--- src/rtl/fifo_drain_pkg.sv ---
// Shared widths, state encoding and level helper for the show-ahead FIFO drainer.
package fifo_drain_pkg;

  localparam int unsigned DATA_W  = 12;
  localparam int unsigned USEDW_W = 7;
  localparam int unsigned LEVEL_W = USEDW_W + 1;

  // usedw wraps to 0 when the FIFO holds 128 words; full stands in for that level
  localparam logic [LEVEL_W-1:0] LEVEL_FULL = 8'd128;

  typedef enum logic [1:0] {
    ST_IDLE,
    ST_GATHER,
    ST_DRAIN
  } drain_state_e;

  function automatic logic [LEVEL_W-1:0] eff_level(input logic                full,
                                                   input logic [USEDW_W-1:0] usedw);
    return full ? LEVEL_FULL : {1'b0, usedw};
  endfunction

endpackage

--- src/rtl/skid_buf_2.sv ---
// Two-entry in-order skid buffer; input ready depends only on occupancy.
module skid_buf_2 #(
  parameter int unsigned WIDTH = 8
) (
  input  logic             clk_i,
  input  logic             reset_ni,
  input  logic             in_valid_i,
  output logic             in_ready_o,
  input  logic [WIDTH-1:0] in_data_i,
  output logic             out_valid_o,
  input  logic             out_ready_i,
  output logic [WIDTH-1:0] out_data_o
);

  logic [WIDTH-1:0] head_q, head_d;
  logic [WIDTH-1:0] tail_q, tail_d;
  logic [1:0]       cnt_q, cnt_d;
  logic             push, pop;

  assign in_ready_o  = (cnt_q != 2'd2);
  assign out_valid_o = (cnt_q != 2'd0);
  assign out_data_o  = head_q;
  assign push        = in_valid_i & in_ready_o;
  assign pop         = out_valid_o & out_ready_i;

  // Occupancy and entry update; head is always the oldest word
  always_comb begin
    head_d = head_q;
    tail_d = tail_q;
    cnt_d  = cnt_q;
    case ({push, pop})
      2'b10: begin
        if (cnt_q == 2'd0) head_d = in_data_i;
        else               tail_d = in_data_i;
        cnt_d = cnt_q + 2'd1;
      end
      2'b01: begin
        head_d = tail_q;
        cnt_d  = cnt_q - 2'd1;
      end
      2'b11: begin
        // simultaneous push and pop: occupancy unchanged, order kept
        if (cnt_q == 2'd1) begin
          head_d = in_data_i;
        end else begin
          head_d = tail_q;
          tail_d = in_data_i;
        end
      end
      default: ;
    endcase
  end

  // Storage registers, cleared on reset so the output word reads zero
  always_ff @(posedge clk_i or negedge reset_ni) begin
    if (!reset_ni) begin
      head_q <= '0;
      tail_q <= '0;
      cnt_q  <= '0;
    end else begin
      head_q <= head_d;
      tail_q <= tail_d;
      cnt_q  <= cnt_d;
    end
  end

endmodule

--- src/rtl/fifo_12b_sa_drain.sv ---
// Drains a 12-bit show-ahead FIFO in bursts on level threshold or timeout.
module fifo_12b_sa_drain
  import fifo_drain_pkg::*;
#(
  parameter int unsigned THRESH    = 32,
  parameter int unsigned TIMEOUT   = 256,
  parameter int unsigned MAX_BURST = 64
) (
  input  logic               clk,
  input  logic               reset_n,
  input  logic               en,
  input  logic [DATA_W-1:0]  fifo_q,
  input  logic [USEDW_W-1:0] fifo_usedw,
  input  logic               fifo_full,
  input  logic               fifo_empty,
  output logic               fifo_rdreq,
  output logic               out_valid,
  output logic [DATA_W-1:0]  out_data,
  input  logic               out_ready,
  output logic [15:0]        pop_count,
  output logic               full_seen
);

  localparam logic [LEVEL_W-1:0] THRESH_L     = 8'(THRESH);
  localparam logic [15:0]        TIMEOUT_LAST = 16'(TIMEOUT - 1);
  localparam logic [7:0]         BURST_MAX    = 8'(MAX_BURST);
  localparam logic [7:0]         BURST_LAST   = 8'(MAX_BURST - 1);

  drain_state_e       state_q, state_d;
  logic [15:0]        timer_q, timer_d;
  logic [7:0]         burst_q, burst_d;
  logic [15:0]        pop_cnt_q, pop_cnt_d;
  logic               full_seen_q, full_seen_d;
  logic [LEVEL_W-1:0] level;
  logic               skid_ready;

  assign level = eff_level(fifo_full, fifo_usedw);

  assign fifo_rdreq = (state_q == ST_DRAIN) & en & ~fifo_empty & skid_ready
                    & (burst_q < BURST_MAX);

  assign pop_count = pop_cnt_q;
  assign full_seen = full_seen_q;

  // Next state, wait timer and burst counter; timer/burst reset to zero by default
  always_comb begin
    state_d = state_q;
    timer_d = '0;
    burst_d = '0;
    case (state_q)
      ST_IDLE: begin
        if (en) state_d = ST_GATHER;
      end
      ST_GATHER: begin
        if ((level >= THRESH_L) || (!fifo_empty && (timer_q == TIMEOUT_LAST))) begin
          state_d = ST_DRAIN;
        end else if (!fifo_empty) begin
          timer_d = timer_q + 16'd1;
        end
      end
      ST_DRAIN: begin
        if (fifo_rdreq) begin
          burst_d = burst_q + 8'd1;
          if (burst_q == BURST_LAST) state_d = ST_GATHER;
        end else if (fifo_empty) begin
          state_d = ST_GATHER;
        end else begin
          burst_d = burst_q;
        end
      end
      default: state_d = ST_IDLE;
    endcase
    if (!en) begin
      state_d = ST_IDLE;
      timer_d = '0;
      burst_d = '0;
    end
  end

  // Statistics: pop counter wraps naturally, full flag is sticky
  always_comb begin
    pop_cnt_d   = pop_cnt_q + 16'(fifo_rdreq);
    full_seen_d = full_seen_q | fifo_full;
  end

  // State and counter registers
  always_ff @(posedge clk or negedge reset_n) begin
    if (!reset_n) begin
      state_q     <= ST_IDLE;
      timer_q     <= '0;
      burst_q     <= '0;
      pop_cnt_q   <= '0;
      full_seen_q <= 1'b0;
    end else begin
      state_q     <= state_d;
      timer_q     <= timer_d;
      burst_q     <= burst_d;
      pop_cnt_q   <= pop_cnt_d;
      full_seen_q <= full_seen_d;
    end
  end

  skid_buf_2 #(
    .WIDTH(DATA_W)
  ) u_skid (
    .clk_i      (clk),
    .reset_ni   (reset_n),
    .in_valid_i (fifo_rdreq),
    .in_ready_o (skid_ready),
    .in_data_i  (fifo_q),
    .out_valid_o(out_valid),
    .out_ready_i(out_ready),
    .out_data_o (out_data)
  );

endmodule

--- config.mk ---
export PLATFORM = sky130hd
export DESIGN_NAME = fifo_12b_sa_drain
export DESIGN_NICKNAME = d
export VERILOG_FILES = /design/src/rtl/fifo_drain_pkg.sv /design/src/rtl/skid_buf_2.sv /design/src/rtl/fifo_12b_sa_drain.sv
export SDC_FILE = /design/constraint.sdc
export NUM_CORES = 1
export LEC_CHECK = 0
export CORE_MARGIN = 3
export CORE_UTILIZATION = 50
export CTS_BUF_LIST = sky130_fd_sc_hd__clkbuf_4 sky130_fd_sc_hd__clkbuf_8 sky130_fd_sc_hd__clkbuf_16
export CTS_CLUSTER_SIZE = 40
export DETAILED_ROUTE_END_ITERATION = 12
export PLACE_DENSITY = 0.8
export RECOVER_POWER = 25
export SYNTH_ARGS = -nofsm -noshare
export SYNTH_HDL_FRONTEND = slang
export SYNTH_SLANG_ARGS = --single-unit
--- constraint.sdc ---
create_clock -name clk -period 3.3 [get_ports clk]
set_input_delay 0.495 -clock clk [delete_from_list [all_inputs] [get_ports clk]]
set_output_delay 0.495 -clock clk [all_outputs]
set_load 0.005 [all_outputs]
* Yosys cells after proc, flatten, opt, wreduce, memory -nomap -nowiden
Index checks and enable logic that the tools add are counted.
Storage, ports and cells: register bits after elaboration 69, logic and storage cells 72
Operators by class: add/sub/neg operators 5, $lt $le $gt $ge 2, eq/ne operators 15, multiplexer cells 22, bitwise gates (word level) 8, reductions and logical operators 12
Operator list (count):
- 16-bit two-way mux | 4
- 12-bit two-way mux | 4
- 8-bit two-way mux | 5
- 12-bit one-hot mux with 3 select lines | 1
- 12-bit one-hot mux with 2 select lines | 1
- 16-bit by 1-bit adder with 16-bit output | 1
- 16-bit by 1-bit adder with 16-bit output (second input constant) | 1
- 16-bit by 8-bit == test with 1-bit output (second input constant) | 1
- 2-bit two-way mux | 5
- 8-bit by 1-bit adder with 8-bit output (second input constant) | 1
- 8-bit by 6-bit == test with 1-bit output (second input constant) | 1
- 8-bit by 6-bit greater-or-equal comparator with 1-bit output (second input constant) | 1
- 8-bit by 7-bit less-than comparator with 1-bit output (second input constant) | 1
- 1-bit AND | 6
- 2-bit by 1-bit == test with 1-bit output (second input constant) | 3
- 2-bit == test (second input constant) | 3
- 2-bit != test (second input constant) | 3
- 2-bit one-hot mux with 3 select lines | 1
- 3-bit AND reduction | 2
- 2-bit nonzero test | 3
- 2-bit zero test | 2
- 4-bit by 3-bit != test with 1-bit output (second input constant) | 1
- 4-bit != test (second input constant) | 1
- 2-bit one-hot mux with 2 select lines | 1
- 11 further kinds | 11

* Logic depth before layout (Yosys ltp)
word-level depth 9, depth in mapped cells 11

* Hierarchy
Synthesis repeated with hierarchy kept, for this count alone.
Unflattened totals: cell total of the unflattened synthesis 309, area, all modules 3352.0 um2
Modules (own cells, without submodules):
- fifo_12b_sa_drain | times used 1, cells each 184, area an instance 1994.4 um2, seq. area each 1076.0 um2
- skid_buf_2 | times used 1, cells each 125, area an instance 1357.6 um2, seq. area each 650.6 um2

* Worst setup path before layout
OpenSTA, ideal clock, no wires.
kind reg2reg, from register u_skid.cnt_q[0], to register pop_cnt_q[14] (netlist: pop_count[14]), setup time 0.123 ns, arrival 2.126 ns, data required time 3.177 ns, path slack 1.051 ns, stages on the path, launching flop included 12, period minus slack after synthesis 2.249 ns, path through dfrtp_1 inv_1 ha_1 nor3_4 nand2_2 inv_1 ha_1 ha_1 nand4_1 nor3_1 nand2_1 xnor2_1
Between the ends: cells in the longest elaborated chain, start to end 4
Ends and longest elaborated chain:
- from (decl) | line skid_buf_2.sv:17 | logic [1:0] cnt_q, cnt_d;
- from (signal assigned) | line skid_buf_2.sv:63 | cnt_q <= cnt_d;
- 2-bit != test | line skid_buf_2.sv:20 | assign in_ready_o = (cnt_q != 2'd2);
- 1-bit AND | line fifo_12b_sa_drain.sv:39 | assign fifo_rdreq = (state_q == ST_DRAIN) & en & ~fifo_empty & skid_ready
- 1-bit AND | line fifo_12b_sa_drain.sv:40 | & (burst_q < BURST_MAX);
- net fifo_rdreq | line fifo_12b_sa_drain.sv:16 | output logic fifo_rdreq,
- 16-bit by 1-bit adder with 16-bit output | line fifo_12b_sa_drain.sv:82 | pop_cnt_d = pop_cnt_q + 16'(fifo_rdreq);
- net pop_cnt_d[14] | line fifo_12b_sa_drain.sv:32 | logic [15:0] pop_cnt_q, pop_cnt_d;
- to (signal assigned) | line fifo_12b_sa_drain.sv:98 | pop_cnt_q <= pop_cnt_d;
- to (decl) | line fifo_12b_sa_drain.sv:32
The timed path passes the listed nets, and every way through them passes these cells. A chain may end at the register's enable or synchronous reset.

* Final worst setup path
from register u_skid.cnt_q[0], to register u_skid.head_q[6] (netlist: u_skid.out_data_o[6])
Between the ends: cells in the longest elaborated chain, start to end 7
Ends and longest elaborated chain:
- 2-bit != test | line skid_buf_2.sv:20
- 1-bit AND | line fifo_12b_sa_drain.sv:39
- 1-bit AND | line fifo_12b_sa_drain.sv:40
- 1-bit AND | line skid_buf_2.sv:23 | assign push = in_valid_i & in_ready_o;
- 2-bit == test / 2-bit by 1-bit == test with 1-bit output (equally long branches) | line skid_buf_2.sv:31 | case ({push, pop})
- 2-bit by 1-bit != test with 1-bit output (no source line) / 3-bit nonzero test (equally long branches)
- 2-bit AND reduction (no source line)
- to (signal assigned) | line skid_buf_2.sv:57 | head_q <= '0;
- to (signal assigned) | line skid_buf_2.sv:61 | head_q <= head_d;
- to (decl) | line skid_buf_2.sv:15 | logic [WIDTH-1:0] head_q, head_d;
Several ways; a longest one is shown, not always the timed one.

==> results.yml <==
layout:
  stdcell_count: 416
  design.final.nets: 370
  layout_common_cells: "69 x sky130_fd_sc_hd__dfrtp_1, 49 x sky130_fd_sc_hd__clkdlybuf4s50_1, 21 x sky130_fd_sc_hd__xnor2_1, 20 x sky130_fd_sc_hd__nor2_1, 18 x sky130_fd_sc_hd__mux2_2"
  synth_to_layout_area_growth_pct: 24.5
  finalCoreUtilization: 0.645
  antennaDiodeCount: 0
  layout.cells.most_common: "sky130_fd_sc_hd__dfrtp_1"
  share_of_final_layout_standard_cells_stronger_than_drive_strength_1: 0.171
  stdcell_area_mm2: 0.00412
detailed_routing:
  avgRoutedWirePerCell_um: 14.7
  drt_drc_violations_left: 0
  detailroute.via_count: 2252
  drt.antenna.violating_nets: 0
  via_per_inst: 5.41
  postRouteWirelength_um: 6100
  drt-initial-drc-count: 83
  firstDrtPassIters: 4
clock_network:
  clock_latency_late_sink_ns: 0.34
  post-cts-setup-buffer-count: 0
  cts_num_sinks: 69
  htree_levels: 3
  cts_resized: 0
  ctsRootBufferMaster: "sky130_fd_sc_hd__clkbuf_8"
  clkSlewWorstSetupHoldPaths_ns: 0.07
  clk_path_buf_depth: 2
  cts_tree: "built"
  cts_buffers: 9
  cts_hold_buffers: 0
floorplanning:
  die_height_um: 87.3
  die_width_um: 87.3
  io_pins: 56
  design.core.area_mm2: 0.00639
  fp.dieArea_mm2: 0.00763
  start_util: 0.518
  fp-row-count: 29
critical_path:
  critPathKind: "reg -> reg"
  cp_max_fo: 12
  cp_data_required_time_ns: 3.58
  startpoint_type: "register"
  setup.reg_to_reg.worst_slack_ns: 0.46
  cp-end-kind: "register"
  worstPathArrival_ns: 3.12
sta:
  report.final.slew_viol_count: 71
  max_clock_freq_mhz: 352
  final_min_period_over_clock_period: 0.861
  fin_tns_setup_ns: 0
  max_slew_margin: -0.336
  worst_clock_skew_ns: 0.00659
  final.min_clock_period_ns: 2.84
  setup_violating_endpoint_count_in_the_final_report: 0
  rsz_0062_raised_after_global_routing: "no"
  final_hold_viol_count: 0
  worst_slew_pin_slew_ns: 2.00
place:
  placed_cells: 400
  dpl.hpwl_um: 4310
  io_buffer_count: 50
  post_dp_cell_area_mm2: 0.00388
  gp_congestion: 0.783
grt:
  grt_usage: 0.181
  grt_pass1_vias: 2344
  grt_max_degree: 39
  grt_antenna_before_repair: 0
  grt-ovfl-total: 0
  grt_first_pass_wirelength_um: 10800
power_and_ir_drop:
  cellInternalPower_mw: 1.94
  p_sw_mw: 0.651
  power.total_mw: 2.60
  switching_share: 0.251
  seqPwrFrac: 0.431
  power_frac_comb: 0.244
  ir_worst_vdd_v: 0.000399
  cellLeakagePower_nw: 1.77
  power-per-cell-area_mw_per_mm2: 631
  clock_power_share: 0.325
synth:
  synthDistinctLibCells: 48
  mappedNetlistArea_mm2: 0.00331
  synth.yosys.warnings: 0
  synth_seq_cells: 69
  syn_nets: 312
  synth_sequential_area_ratio: 0.522
  ys_dominant_reg_cell: "sky130_fd_sc_hd__dfrtp_1"
  synthesis.area_per_instance_um2: 12.0
  syn-instance-count: 276
  synth_edf_count: 0
  synth-async-reset-ratio: 1.00
status:
  status: "finished, violations left"
  violated_checks: "max-capacitance violations, max-slew violations"
job:
  cap_viol_max_count: 2
hold_path:
  hold_path_class: "reg -> reg"
[through the flow]
stage                     hold WS, ns  setup slack [ns]
after floorplan                 0.199              1.05
after global routing            0.473            0.0988
after global placement          0.451             0.320
after CTS                       0.176             0.429
final                           0.463             0.459
after detailed placement        0.451             0.250
[final cells by class]
| cell class | count | area (um^2) |
|---|---|---|
| fillers | 490 | 2270 |
| flip-flops and latches | 69 | 1730 |
| multi-input cells | 190 | 1500 |
| repair buffers | 53 | 509 |
| clock buffers | 12 | 153 |
| well taps | 77 | 96.3 |
| clock inverters | 4 | 95.1 |
| inverters | 11 | 41.3 |
[registers in the layout (all words and copies together), names as in the netlist]
name	count
u_skid.tail_q	12
full_seen	1
u_skid.cnt_q	2
timer_q	16
u_skid.out_data_o	12
pop_count	16
burst_q	8
state_q	2
[worst max-delay path: stages, from the launching register on]
cell and delay, ns:
sky130_fd_sc_hd__dfrtp_1 0.40, sky130_fd_sc_hd__inv_1 0.08, sky130_fd_sc_hd__ha_1 0.23, sky130_fd_sc_hd__nor3_4 0.36, sky130_fd_sc_hd__nand2_2 0.15, sky130_fd_sc_hd__inv_2 0.12, sky130_fd_sc_hd__ha_1 0.18, sky130_fd_sc_hd__nand2b_1 0.06
sky130_fd_sc_hd__a21oi_1 0.82, sky130_fd_sc_hd__a22o_1 0.24, sky130_fd_sc_hd__mux2_2 0.14
[final timing paths]
| kind | depth (start not counted) | startpoint | to |
|---|---|---|---|
| max in group asynchronous | 2 | reset_n | timer_q[0]$_DFF_PN0_ |
| min | 1 | full_seen$_DFF_PN0_ | full_seen$_DFF_PN0_ |
| max reg2reg | 10 | u_skid.cnt_q[0]$_DFFE_PN0P_ | u_skid.out_data_o[6]$_DFFE_PN0P_ |
| max | 10 | u_skid.cnt_q[0]$_DFFE_PN0P_ | u_skid.out_data_o[6]$_DFFE_PN0P_ |
| min in group asynchronous | 2 | reset_n | pop_count[13]$_DFF_PN0_ |
| min reg2reg | 1 | full_seen$_DFF_PN0_ | full_seen$_DFF_PN0_ |
[Yosys cell counts (2+ instances only)]
cell type                  number  area (um^2)
sky130_fd_sc_hd__dfrtp_1       69         1730
sky130_fd_sc_hd__xnor2_1       21          184
sky130_fd_sc_hd__nor2_1        20         75.1
sky130_fd_sc_hd__mux2_2        18          203
sky130_fd_sc_hd__nand2_1       15         56.3
sky130_fd_sc_hd__nand3_1       13         65.1
sky130_fd_sc_hd__a22o_1        12          105
sky130_fd_sc_hd__xor2_1        12          105
sky130_fd_sc_hd__ha_1          11          138
sky130_fd_sc_hd__inv_1         10         37.5
sky130_fd_sc_hd__nor2_4         8         90.1
sky130_fd_sc_hd__nand4_1        7         43.8
sky130_fd_sc_hd__nor3_1         7         35.0
sky130_fd_sc_hd__mux2_1         6         67.6
sky130_fd_sc_hd__and3_1         4         25.0
sky130_fd_sc_hd__a21oi_1        3         15.0
sky130_fd_sc_hd__clkbuf_1       3         11.3
sky130_fd_sc_hd__nand2b_1       3         18.8
sky130_fd_sc_hd__nor4_1         3         18.8
sky130_fd_sc_hd__nor2_2         2         12.5
sky130_fd_sc_hd__or4_4          2         22.5
[cells by family (layout without fill, tap and decap cells)]
family          count (synthesis)  in the layout  share of synthesized area
fa+ha+maj                      11             11                     0.0416
xor+xnor                       33             33                     0.0874
simple gates                   98             98                      0.182
flops                          69             69                      0.522
compound gates                 23             23                     0.0567
buf+inv                        17             80                     0.0257
mux                            25             25                     0.0847
[per-layer routing]
metal  vias to the layer above  track usage  part of all wire
met5                         -            0                 0
met1                      1124        0.243              0.47
met3                         9       0.0492             0.035
met4                         0       0.0586             0.012
li1                       1078            -                 -
met2                        41        0.286              0.49
[power groups by stage]
| stage | clock [mW] | sequential [mW] | combinational, mW |
|---|---|---|---|
| after floorplan | 0 | 1.12 | 0.352 |
| after global placement | 0 | 1.13 | 0.622 |
| after detailed placement | 0 | 1.13 | 0.645 |
| after CTS | 0.866 | 1.12 | 0.648 |
| after global routing | 0.907 | 1.14 | 0.708 |
| final | 0.843 | 1.12 | 0.635 |
Power figures use the tool's default switching activity.
==> edit (same settings) <==
Set the package constant `USEDW_W` to 14 (it was 7).
--- a/src/rtl/fifo_drain_pkg.sv
+++ b/src/rtl/fifo_drain_pkg.sv
@@ -3,5 +3,5 @@
 
   localparam int unsigned DATA_W  = 12;
-  localparam int unsigned USEDW_W = 7;
+  localparam int unsigned USEDW_W = 14;
   localparam int unsigned LEVEL_W = USEDW_W + 1;
 
Interface: changed (resized fifo_usedw); port bits go from 56 to 63. No check against the original RTL was run, so the function may have changed too.
==> edit against the unedited design <==
The flow still finishes with violations (capacitance limit, slew limit). Wire length grew 1.9%. Design area shrank 1.3%. Highest routed layer unchanged. Sequential cell count unchanged. Non-clock buffer count grew 7. Area after synthesis down 3.5%. Core utilization increased by 2.6 points. Critical path depth decreased by 5. Combinational power increased by 3%. Power down 1.8%. Setup slack better by 0.074 ns.
==> edit: results (changes against the unedited design) <==
| Metric | Value |
|---|---|
| Port bufs | `57 (was 50)` |
| Synth Warn # | `0 (unchanged)` |
| Core Region | `6061 um^2 (was 6386 um^2)` |
| Seq/Total Area, Yosys | `0.5408 (was 0.5219)` |
| Iter 0 DRT Violations | `103 (was 83)` |
| M1 wire length | `2787 um (was 2841 um)` |
| First-pass GRT wire length | `10580 um (was 10810 um)` |
| Multi-input combinational area share | `0.3443 (was 0.3634)` |
| Multi-In Gates | `188 (was 190)` |
| Final setup skew | `0.01026 ns (was 0.006590 ns)` |
| Pre-CTS WS | `0.4881 ns (was 0.2497 ns)` |
| Mean Syn Cell Area | `11.78 um^2 (was 11.99 um^2)` |
| CP max-delay cell | `clkdlybuf4s50_1 (was a21oi_1)` |
| Final Wtd Congestion | `0.7993 (was 0.7825)` |
| CP endpoint | `fifo_rdreq (was u_skid.out_data_o[6])` |
| Met2 usage | `0.2992 (was 0.2856)` |
| Clk tree area frac | `0.05728 (was 0.06016)` |
| Crit Path Max Fanout | `10 (was 12)` |
| Outcome | `finished, violations left (unchanged)` |
| Vias in the first global route | `2326 (was 2344)` |
| Top Family by Delay on Critical Path | `simple AND/OR/NAND/NOR gates (was compound AO/OA/AOI/OAI gates)` |
| Share of layout cells above drive strength 1 | `0.1496 (was 0.1711)` |
| Worst hold slack | `0.4708 ns (was 0.4631 ns)` |
| Final worst slack | `0.5330 ns (was 0.4586 ns)` |
| Sequential cells | `69 (unchanged)` |
| Routed met3 length | `329 um (was 215 um)` |
| Commonest cells in the netlist | `69 x dfrtp_1, 30 x nor2_1, 24 x mux2_2, 20 x xnor2_1, 17 x nand2_1 (was 69 x dfrtp_1, 21 x xnor2_1, 20 x nor2_1, 18 x mux2_2, 15 x nand2_1)` |
| Max incr delay on CP | `0.55 ns (was 0.82 ns)` |
| Least-Margin Pin Slew | `1.681 ns (was 2.004 ns)` |
| CLK BUF | `11 (was 12)` |
| Hold wc startpoint | `pop_count[15] (was full_seen)` |
| Area growth, synth to finish | `27.23% (was 24.47%)` |
| Non-CTS buffers | `60 (was 53)` |
| Worst-skew pair later-pin latency | `0.34 ns (about the same)` |
| Synthesized Nets | `313 (was 312)` |
| Vias | `2240 (was 2252)` |
| Failing checks | `capacitance limit, slew limit (unchanged)` |
| Routing usage on met1 | `0.2370 (was 0.2426)` |
| CP Class | `reg -> out (was reg -> reg)` |
| Invs w/o clock | `8 (was 11)` |
| Distinct cells, synth | `37 (was 48)` |
| Ranking of synthesized cells by area | `dfrtp_1 54%, mux2_2 8.5%, xnor2_1 5.5%, xor2_1 4.1%, ha_1 3.9% (was dfrtp_1 52%, mux2_2 6.1%, xnor2_1 5.6%, ha_1 4.2%, a22o_1 3.2%)` |
| Peak VDD IR | `0.6381 mV (was 0.3992 mV)` |
| Crit path DAT | `2.27 ns (was 3.12 ns)` |
| Reg2reg path depth | `9 (was 10)` |
| Max Slew Vio Count | `33 (was 71)` |
| Fill cells | `457 (was 490)` |
| Worst Hold Endpoint | `pop_count[15] (was full_seen)` |
| Max-cap violations | `1 (was 2)` |
==> edit: cell types whose count changed after synthesis, moves of 3 or more <==
| cell | delta |
|---|---|
| a21oi_1 | -3 |
| mux2_1 | -6 |
| mux2_2 | +6 |
| nand2b_1 | -3 |
| nand4_1 | +3 |
| nor2_1 | +10 |
| nor2_4 | -8 |
| xor2_1 | +3 |
==> edit: logic make-up (layout without fill, tap and decap cells) <==
family                     Yosys count  in the layout  share of synthesized area
and+or+nand+nor                     98             98                     0.1614
DFF                                 69             69                     0.5408
xor gates and xnor gates            35             35                    0.09601
muxes                               25             25                    0.08777
AOI/OAI and AO/OA                   20             20                    0.05369
buffers and inverters               14             84                    0.02116
adders and majority gates           10             10                    0.03918
==> edit: report_power, final <==
group | total [W] | leakage [nW] | internal, W | switching [W]
combinational | 0.000651 | 0.739 | 0.000401 | 0.000250
sequential | 0.00112 | 0.913 | 0.00102 | 0.000102
clock | 0.000779 | 0.116 | 0.000468 | 0.000311
total | 0.00255 | 1.77 | 0.00189 | 0.000663
